<file path="src/rtl/multi_zone_climate_ctrl.sv">
// Multi-zone cold-storage climate controller: round-robin sensor scan, hysteretic fan/humidifier
// control, per-zone alarms, ASCII command interface and a two-row LCD status render.
module multi_zone_climate_ctrl #(
  parameter int unsigned NUM_ZONES     = 2,
  parameter int unsigned REFRESH_TICKS = 500_000,
  parameter int unsigned TIMEOUT_TICKS = 100_000,
  parameter int unsigned HYST          = 2
) (
  input  logic                   clk,
  input  logic                   rst_n,
  input  logic [8*NUM_ZONES-1:0] temperature,
  input  logic [8*NUM_ZONES-1:0] humidity,
  output logic [NUM_ZONES-1:0]   dht_en,
  input  logic                   dht_data_ready,
  input  logic [7:0]             chr_zone,
  input  logic [7:0]             chr_cmd,
  input  logic [7:0]             chr_val0,
  input  logic [7:0]             chr_val1,
  input  logic                   rx_msg_done,
  output logic                   cmd_err,
  output logic                   tx_req,
  input  logic                   tx_ack,
  output logic                   lcd_en,
  output logic [127:0]           lcd_row1,
  output logic [127:0]           lcd_row2,
  output logic [NUM_ZONES-1:0]   led_fan,
  output logic [NUM_ZONES-1:0]   led_hum,
  output logic [NUM_ZONES-1:0]   alarm,
  output logic [NUM_ZONES-1:0]   sensor_fault
);

  localparam int unsigned ZW          = (NUM_ZONES > 1) ? $clog2(NUM_ZONES) : 1;
  localparam logic [ZW-1:0] ZoneLast  = ZW'(NUM_ZONES - 1);
  localparam logic [31:0] RefreshLast = REFRESH_TICKS - 1;
  localparam logic [31:0] TimeoutLast = TIMEOUT_TICKS - 1;
  localparam logic [7:0]  Hyst8       = 8'(HYST);
  localparam logic [127:0] Row1Reset  = "  Cold Storage  ";
  localparam logic [127:0] Row2Reset  = "     Welcome    ";
  localparam logic [23:0] StrOn       = "ON ";
  localparam logic [23:0] StrOff      = "OFF";
  localparam logic [23:0] StrAlm      = "ALM";
  localparam logic [23:0] StrOk       = "OK ";

  typedef enum logic [2:0] {StIdle, StReq, StWait, StEval, StDisp} state_e;

  state_e               state_q, state_d;
  logic [ZW-1:0]        zone_q, zone_d;
  logic [31:0]          refresh_cnt_q, refresh_cnt_d;
  logic [31:0]          wait_cnt_q, wait_cnt_d;
  logic [7:0]           t_smp_q, t_smp_d, h_smp_q, h_smp_d;
  logic [6:0]           max_temp_q [NUM_ZONES];
  logic [6:0]           max_temp_d [NUM_ZONES];
  logic [6:0]           min_temp_q [NUM_ZONES];
  logic [6:0]           min_temp_d [NUM_ZONES];
  logic [6:0]           max_hum_q  [NUM_ZONES];
  logic [6:0]           max_hum_d  [NUM_ZONES];
  logic [6:0]           min_hum_q  [NUM_ZONES];
  logic [6:0]           min_hum_d  [NUM_ZONES];
  logic [NUM_ZONES-1:0] manual_q, manual_d;
  logic [NUM_ZONES-1:0] fan_q, fan_d, hum_q, hum_d, alarm_q, alarm_d, fault_q, fault_d;
  logic                 tx_req_q, tx_req_d, lcd_en_q, lcd_en_d, cmd_err_q, cmd_err_d;
  logic [127:0]         row1_q, row1_d, row2_q, row2_d;

  // Sensor values and thresholds of the zone being scanned
  logic [7:0] cur_t, cur_h, max_t8, fan_clr_thr;
  logic [8:0] hum_clr_thr;

  // Command decode
  logic          cmd_zone_ok, cmd_digits, cmd_ok;
  logic [ZW-1:0] cmd_zone;
  logic [7:0]    d0, d1;
  logic [6:0]    cmd_val;
  logic [15:0]   t_dd, h_dd;

  function automatic logic [15:0] two_digits(input logic [7:0] v);
    logic [7:0] c, tens, ones;
    c    = (v > 8'd99) ? 8'd99 : v;
    tens = c / 8'd10;
    ones = c % 8'd10;
    return {8'd48 + tens, 8'd48 + ones};
  endfunction

  function automatic logic is_digit(input logic [7:0] c);
    return (c >= 8'd48) && (c <= 8'd57);
  endfunction

  always_comb begin
    dht_en = '0;
    cur_t  = '0;
    cur_h  = '0;
    for (int z = 0; z < NUM_ZONES; z++) begin
      if (zone_q == ZW'(z)) begin
        dht_en[z] = (state_q == StReq) || (state_q == StWait);
        cur_t     = temperature[8*z +: 8];
        cur_h     = humidity[8*z +: 8];
      end
    end
  end

  always_comb begin
    max_t8      = {1'b0, max_temp_q[zone_q]};
    fan_clr_thr = (max_t8 >= Hyst8) ? max_t8 - Hyst8 : 8'd0;
    hum_clr_thr = {2'b00, min_hum_q[zone_q]} + {1'b0, Hyst8};
    t_dd        = fault_q[zone_q] ? "--" : two_digits(t_smp_q);
    h_dd        = fault_q[zone_q] ? "--" : two_digits(h_smp_q);
  end

  always_comb begin
    cmd_zone_ok = 1'b0;
    cmd_zone    = '0;
    for (int z = 0; z < NUM_ZONES; z++) begin
      if (chr_zone == 8'(48 + z)) begin
        cmd_zone_ok = 1'b1;
        cmd_zone    = ZW'(z);
      end
    end
    d0         = chr_val0 - 8'd48;
    d1         = chr_val1 - 8'd48;
    cmd_val    = 7'((d0 * 8'd10) + d1);
    cmd_digits = is_digit(chr_val0) && is_digit(chr_val1);
    cmd_ok     = 1'b0;
    // Threshold pairs must stay ordered after the write
    unique case (chr_cmd)
      "A":     cmd_ok = cmd_digits && (cmd_val >= min_temp_q[cmd_zone]);
      "B":     cmd_ok = cmd_digits && (max_temp_q[cmd_zone] >= cmd_val);
      "C":     cmd_ok = cmd_digits && (cmd_val >= min_hum_q[cmd_zone]);
      "D":     cmd_ok = cmd_digits && (max_hum_q[cmd_zone] >= cmd_val);
      "L", "M": cmd_ok = 1'b1;
      default: cmd_ok = 1'b0;
    endcase
    cmd_ok = cmd_ok && cmd_zone_ok;
  end

  always_comb begin
    state_d       = state_q;
    zone_d        = zone_q;
    refresh_cnt_d = refresh_cnt_q;
    wait_cnt_d    = wait_cnt_q;
    t_smp_d       = t_smp_q;
    h_smp_d       = h_smp_q;
    max_temp_d    = max_temp_q;
    min_temp_d    = min_temp_q;
    max_hum_d     = max_hum_q;
    min_hum_d     = min_hum_q;
    manual_d      = manual_q;
    fan_d         = fan_q;
    hum_d         = hum_q;
    alarm_d       = alarm_q;
    fault_d       = fault_q;
    tx_req_d      = tx_req_q && !tx_ack;
    lcd_en_d      = 1'b0;
    cmd_err_d     = 1'b0;
    row1_d        = row1_q;
    row2_d        = row2_q;

    unique case (state_q)
      StIdle: begin
        if (refresh_cnt_q == RefreshLast) begin
          refresh_cnt_d = '0;
          state_d       = StReq;
        end else begin
          refresh_cnt_d = refresh_cnt_q + 32'd1;
        end
      end
      StReq: begin
        wait_cnt_d = '0;
        state_d    = StWait;
      end
      StWait: begin
        if (dht_data_ready) begin
          state_d = StEval;
        end else if (wait_cnt_q == TimeoutLast) begin
          fault_d[zone_q] = 1'b1;
          state_d         = StDisp;
        end else begin
          wait_cnt_d = wait_cnt_q + 32'd1;
        end
      end
      StEval: begin
        t_smp_d         = cur_t;
        h_smp_d         = cur_h;
        fault_d[zone_q] = 1'b0;
        alarm_d[zone_q] = (cur_t < {1'b0, min_temp_q[zone_q]}) ||
                          (cur_h > {1'b0, max_hum_q[zone_q]});
        if (!manual_q[zone_q]) begin
          if (cur_t > max_t8)                fan_d[zone_q] = 1'b1;
          else if (cur_t <= fan_clr_thr)     fan_d[zone_q] = 1'b0;
          if (cur_h < {1'b0, min_hum_q[zone_q]}) hum_d[zone_q] = 1'b1;
          else if ({1'b0, cur_h} >= hum_clr_thr) hum_d[zone_q] = 1'b0;
        end
        state_d = StDisp;
      end
      StDisp: begin
        row1_d   = {"Z", 8'd48 + 8'(zone_q), " T:", t_dd, "C H:", h_dd, "%  "};
        row2_d   = {"F:", fan_q[zone_q] ? StrOn : StrOff, " H:", hum_q[zone_q] ? StrOn : StrOff,
                    " ", alarm_q[zone_q] ? StrAlm : StrOk, " "};
        lcd_en_d = 1'b1;
        tx_req_d = 1'b1;
        zone_d   = (zone_q == ZoneLast) ? '0 : zone_q + 1'b1;
        state_d  = StIdle;
      end
      default: state_d = StIdle;
    endcase

    // Commands apply after EVAL so EVAL sees pre-command thresholds; a manual LED write wins
    if (rx_msg_done) begin
      if (cmd_ok) begin
        unique case (chr_cmd)
          "A": max_temp_d[cmd_zone] = cmd_val;
          "B": min_temp_d[cmd_zone] = cmd_val;
          "C": max_hum_d[cmd_zone]  = cmd_val;
          "D": min_hum_d[cmd_zone]  = cmd_val;
          "L": begin
            manual_d[cmd_zone] = 1'b1;
            fan_d[cmd_zone]    = (chr_val0 != "0");
            hum_d[cmd_zone]    = (chr_val1 != "0");
          end
          "M":     manual_d[cmd_zone] = 1'b0;
          default: ;
        endcase
      end else begin
        cmd_err_d = 1'b1;
      end
    end
  end

  always_ff @(posedge clk or negedge rst_n) begin
    if (!rst_n) begin
      state_q       <= StIdle;
      zone_q        <= '0;
      refresh_cnt_q <= '0;
      wait_cnt_q    <= '0;
      t_smp_q       <= '0;
      h_smp_q       <= '0;
      for (int z = 0; z < NUM_ZONES; z++) begin
        max_temp_q[z] <= 7'd18;
        min_temp_q[z] <= 7'd0;
        max_hum_q[z]  <= 7'd35;
        min_hum_q[z]  <= 7'd10;
      end
      manual_q      <= '0;
      fan_q         <= '0;
      hum_q         <= '0;
      alarm_q       <= '0;
      fault_q       <= '0;
      tx_req_q      <= 1'b0;
      lcd_en_q      <= 1'b0;
      cmd_err_q     <= 1'b0;
      row1_q        <= Row1Reset;
      row2_q        <= Row2Reset;
    end else begin
      state_q       <= state_d;
      zone_q        <= zone_d;
      refresh_cnt_q <= refresh_cnt_d;
      wait_cnt_q    <= wait_cnt_d;
      t_smp_q       <= t_smp_d;
      h_smp_q       <= h_smp_d;
      max_temp_q    <= max_temp_d;
      min_temp_q    <= min_temp_d;
      max_hum_q     <= max_hum_d;
      min_hum_q     <= min_hum_d;
      manual_q      <= manual_d;
      fan_q         <= fan_d;
      hum_q         <= hum_d;
      alarm_q       <= alarm_d;
      fault_q       <= fault_d;
      tx_req_q      <= tx_req_d;
      lcd_en_q      <= lcd_en_d;
      cmd_err_q     <= cmd_err_d;
      row1_q        <= row1_d;
      row2_q        <= row2_d;
    end
  end

  assign led_fan      = fan_q;
  assign led_hum      = hum_q;
  assign alarm        = alarm_q;
  assign sensor_fault = fault_q;
  assign tx_req       = tx_req_q;
  assign lcd_en       = lcd_en_q;
  assign cmd_err      = cmd_err_q;
  assign lcd_row1     = row1_q;
  assign lcd_row2     = row2_q;

endmodule

</file>
<file path="config.mk">
export PLATFORM = sky130hd
export DESIGN_NAME = multi_zone_climate_ctrl
export DESIGN_NICKNAME = d
export VERILOG_FILES = /design/src/rtl/multi_zone_climate_ctrl.sv
export SDC_FILE = /design/constraint.sdc
export NUM_CORES = 1
export LEC_CHECK = 0
export CORE_MARGIN = 4
export CORE_UTILIZATION = 33
export CTS_BUF_LIST = sky130_fd_sc_hd__clkbuf_8 sky130_fd_sc_hd__clkbuf_16
export CTS_CLUSTER_SIZE = 10
export DETAILED_ROUTE_END_ITERATION = 12
export SLEW_MARGIN = 40
export SYNTH_ARGS = -nofsm -noshare
export SYNTH_HDL_FRONTEND = slang
export SYNTH_SLANG_ARGS = --single-unit
</file>
<file path="constraint.sdc">
create_clock -name clk -period 4.1 [get_ports clk]
set_input_delay 0.82 -clock clk [delete_from_list [all_inputs] [get_ports clk]]
set_output_delay 0.82 -clock clk [all_outputs]
set_load 0.05 [all_outputs]
</file>
# Yosys cells after proc, flatten, opt, wreduce, memory -nomap -nowiden
# Cells that the tools add are included.
# op_classes
n_addsub	13
n_mul	1
div	4
magnitude_cmp	24
eq_ne	21
n_mux	94
bitwise_logic	12
n_reduce_logical	28
# op_table
cell	n
7-bit two-way mux	25
32-bit two-way mux	3
32-bit by 1-bit adder with 32-bit output, second input constant	2
32-bit one-hot mux with 2 select lines	1
14-bit bitwise mux	4
8-bit by 7-bit equality test with 1-bit output, second input constant	6
8-bit two-way mux	5
6-bit by 8-bit adder with 8-bit output, first input constant	4
32-bit by 17-bit equality test with 1-bit output, second input constant	1
32-bit by 19-bit equality test with 1-bit output, second input constant	1
16-bit two-way mux	2
2-bit two-way mux	16
7-bit greater-or-equal comparator	4
12-bit two-way mux	2
1-bit two-way mux	22
3-bit AND reduction	7
20-bit two-way mux	1
8-bit by 4-bit divider with 8-bit output, second input constant	2
8-bit by 6-bit equality test with 1-bit output, second input constant	2
8-bit by 6-bit greater-or-equal comparator with 1-bit output, second input constant	2
8-bit by 7-bit > comparator with 1-bit output	2
8-bit by 7-bit > comparator with 1-bit output, second input constant	2
8-bit by 6-bit less-or-equal comparator with 1-bit output, second input constant	2
8-bit by 7-bit less-than comparator with 1-bit output	2
41 further kinds	77
# totals
register_bits	318
inputBits	69
output_inout_bits	269
elab_cells	221

# Logic depth before layout (Yosys ltp)
# logic_depth
word_depth	15
depth_mapped	19
mapped_depth_nobuf	18

# Least setup slack after synthesis
# OpenSTA, ideal clock, no wires.
# synth_timing
path_type	input port to flip-flop
start	in chr_val0[1]
end	reg min_temp_q[10] in the netlist's numbering
setup_time_ps	125
arrival_time_ps	4640
required_time_ps	3975
setup_slack_ps	-665
path_stages	17
path_buffers	1
path_cell_list	ha_1 -> ha_1 -> inv_1 -> fa_1 -> inv_1 -> ha_1 -> ha_1 -> xnor2_1 -> inv_1 -> ha_1 -> a21oi_1 -> o21ai_0 -> a31o_2 -> a211oi_1 -> or4_1 -> buf_2 -> mux2_2
# synth_between
elab_chain_cells	8
word_cells_on_any_way	19
classes_between	add/sub (2); mul (1); order compare (6); mux (2); reduce/logical (8)
# synth_lines
element	line	rtl
start, declared	17	input logic [7:0] chr_val0,
8-bit by 6-bit subtractor with 8-bit output (*)	117	d0 = chr_val0 - 8'd48;
8-bit by 3-bit multiplier with 6-bit output (*)	119	cmd_val = 7'((d0 * 8'd10) + d1);
7-bit adder (*)	119	
net cmd_val[5]	72	logic [6:0] cmd_val;
7-bit greater-or-equal comparator (on tied branches)	n/a	
1-bit logical AND (on tied branches)	n/a	
1-bit one-hot mux with 5 select lines (*)	123	unique case (chr_cmd)
1-bit logical AND (*)	131	cmd_ok = cmd_ok && cmd_zone_ok;
3-bit AND reduction (no line) (*)	n/a	
end signal, assigned	259	min_temp_q <= min_temp_d;
end, declared	53	logic [6:0] min_temp_q [NUM_ZONES];
# The timed path passes the listed nets; every way through them passes the cells marked *.
# A chain may end at the register's enable or synchronous reset.

# Worst setup path after layout
# layout_timing
start	in chr_val0[1]
end	reg max_hum_q[6] in the netlist's numbering
# layout_between
elab_chain_cells	8
word_cells_on_any_way	19
classes_between	add/sub (2); mul (1); order compare (6); mux (2); reduce/logical (8)
# layout_lines
element	line	rtl
8-bit by 6-bit subtractor with 8-bit output (*)	117	
8-bit by 3-bit multiplier with 6-bit output (*)	119	
7-bit adder (*)	119	
net cmd_val[6]	72	
7-bit greater-or-equal comparator (on tied branches)	n/a	
1-bit logical AND (on tied branches)	n/a	
1-bit one-hot mux with 5 select lines	123	
1-bit logical AND	131	
3-bit AND reduction (no line)	n/a	
end signal, assigned	260	max_hum_q <= max_hum_d;
end, declared	55	logic [6:0] max_hum_q [NUM_ZONES];
# Marked as above.

==> metrics <==
slowest stage delay, CP=490 ps; n_diodes=0; die area=44300 um^2; Hold WC Path Type=in -> async; drt wl/cell=16.1 um; CP startpoint=chr_val0[1]; Buffers on Ports=210; Core Rows=73; top-count cell post-synth=buf_4; endpoints failing setup=0; crit path DAT=4340 ps; R2R cell count=13; EDFF count, synth=0; Most common cell on crit path=ha_4; Total Power=9.76 mW; sw frac=48.9%; Total Nets Final=1745; buffer and inverter count on the worst path=4; Final min period=4010 ps; Mapped Cells=1432; yosys warns=0; vias in the first global route=9960; RSZ-0062 raised after global routing=yes; Die X=211 um; layout cells sized above 1=15.7%; r2r setup slk=840 ps; routed wire length=34200 um; final hold violation count=0; worst skew pair latency=450 ps; Boundary Pins=338; synth cell count leaders=buf_4, dfrtp_1, nand2_1; grt ovf=0; Slew Limit Headroom=53.6%; startpoint types=primary input; placed cell count=2088; outcome=completed; Crit Reg-Reg Startpoint=zone_q$_DFFE_PN0P_; combinational power share=54.0%; Residual DRC=0; routability cong.=0.820; Die Ht=211 um; worst r2r dst=led_fan[1]$_DFF_PN0_; maxcap violations=0; Crit path max-delay family=adder cells; sequential fraction of the synthesis area=36.3%; DRT Pass-1 Iters=5; fraction of registers with async set/reset=100%; Non-Filler Instances=2122; Clock Tree Buf Depth=2; global-route wire length before repair=53800 um; CTS Sinks=195; Slew Limit Fails=0; synth unique cells=76; dpl ws=-912 ps; antenna-violating nets left=0; Mapped Area=13500 um^2; via count=10.1k; initial antenna violation count=0; skew final=14.8 ps; top cells by area, synth=dfrtp_1, buf_4, ha_1; fin crit share=97.9%; post-synth top area share=30.3%; Reg power frac=28.9%; largest net degree at the start of global routing=116; top_reg_cell synth=dfrtp_1; Yosys reg bits=195; P_sw=4.77 mW; Final WS setup=87.0 ps; worst-margin pin slew=696 ps; internal power=4.99 mW; Num CTS Buffers=17; via/cell ratio=4.75; Critical Path Fanout Max=7; initial drt markers=514; PD cells=599 nW/um^2; # hold bufs at CTS=0; Worst VDD drop=343 uV; CTS root buf=clkbuf_16; power share of the clock group=17.0%; slowest library cell on the worst path=fa_1; H-tree depth=4; Reg clk slew, reported paths=90 ps; Setup crit end kind=flop; Starting Density=33.8%; Fmax=249 MHz; Pleak=7.39 nW; CP Data Required Time=4430 ps; core box area=40100 um^2; dpl hpwl=26000 um; Mean Syn Cell Area=9.45 um^2; setup TNS after final layout=0 ps; dominant cell type by area after synthesis=dfrtp_1; Tot GR Track Use=14.8%; crit path cell chain=buf_6, ha_4, ha_4, inv_2, fa_1, inv_2, ha_4, xor2_2, xnor2_2, xnor2_2, xnor2_4, buf_4, ha_1, mux2i_1, o21ai_2, a31o_2, a211o_1, and3_4, mux2_2; Area growth syn-to-layout=20.4%; CP Class=in -> reg; TritonCTS clock tree=built
## cell type report
type / count / area, um^2
multi-input combinational: 1065 / 7400
clock buffer: 17 / 425
fill: 3937 / 23800
timing repair buffer: 265 / 2600
clock inverter: 15 / 144
sequential: 195 / 4920
inverter: 40 / 150
tap: 525 / 657
## kinds of logic after synthesis
group                    share of synthesized area [%]
multiplexers                                      9.84
other                                           0.0555
flip-flops                                        36.3
buffers and inverters                             14.6
AO/OA/AOI/OAI                                     10.1
XOR/XNOR                                          4.14
adder cells (fa/ha/maj)                           8.62
AND/OR/NAND/NOR                                   16.3
## flip-flops by register name, indices dropped and copies added (netlist names), named ones only
| name | flops |
|---|---|
| alarm | 2 |
| cmd_err | 1 |
| h_smp_q | 8 |
| lcd_en | 1 |
| lcd_row1 | 33 |
| lcd_row2 | 9 |
| led_fan | 2 |
| led_hum | 2 |
| max_hum_q | 14 |
| max_temp_q | 14 |
| min_hum_q | 14 |
| min_temp_q | 14 |
| refresh_cnt_q | 32 |
| state_q | 3 |
| t_smp_q | 8 |
| tx_req | 1 |
| wait_cnt_q | 32 |
| zone_q | 1 |
## metrics by stage
step	cell area (um^2)	utilization [%]	hold WS, ps
floorplan	14200	-	443
finish	16300	40.6	334
detailed placement	15600	39.0	449
global route	16300	40.6	401
CTS	16300	40.6	393
global placement	15600	38.9	446
## placed cells by master, fill, tap and decap left out, drive strengths merged, types with 12 or more instances in the layout
master / Yosys / layout
and3: 16 / 16
dfrtp: 164 / 164
nand2b: 17 / 17
mux2i: 52 / 52
o21ai: 75 / 75
conb: 2 / 131
ha: 90 / 90
a21oi: 44 / 44
o21a: 18 / 18
clkbuf: 36 / 18
xor2: 34 / 34
mux2: 72 / 72
nor4: 12 / 12
clkdlybuf4s50: 0 / 204
nor3: 20 / 20
buf: 225 / 59
nand4: 23 / 23
xnor2: 30 / 30
dfstp: 31 / 31
inv: 39 / 47
nand2: 151 / 151
nor2: 82 / 82
nor2b: 18 / 18
nand3: 40 / 40
## layer usage
metal	vias to the layer above	track usage (%)	part of all wire, %
li1	4924	-	-
met1	4874	20.3	46
met2	247	24.6	48
met3	35	2.41	4.3
met4	0	3.64	1.5
met5	-	0	0
## power groups by stage
stage	clock (mW)	sequential, mW	combinational [mW]
after CTS	1.71	2.82	5.29
after detailed placement	0	2.86	5.24
after global placement	0	2.83	5.17
after floorplan	0	3.37	3.41
after global routing	1.79	2.90	5.63
final	1.66	2.83	5.27
## timing repair
action / in CTS / in global routing
pin swaps: 14 / 5
setup buffers: 2 / 1
gates resized for setup: 35 / 5
endpoints found under the setup margin: 42 / 42
## worst max path at each step
stage,slack [ps],end,cells past startpoint
finish,90,max_hum_q[6]$_DFFE_PN0P_,19
global route,-0.4,max_hum_q[3]$_DFFE_PN0P_,19
CTS,-30,min_temp_q[10]$_DFFE_PN0P_,20
detailed placement,-910,max_hum_q[4]$_DFFE_PN0P_,19
global placement,-820,min_temp_q[6]$_DFFE_PN0P_,19
floorplan,-190,min_temp_q[10]$_DFFE_PN0P_,19
No activity file was read; power rests on OpenSTA's default activity.
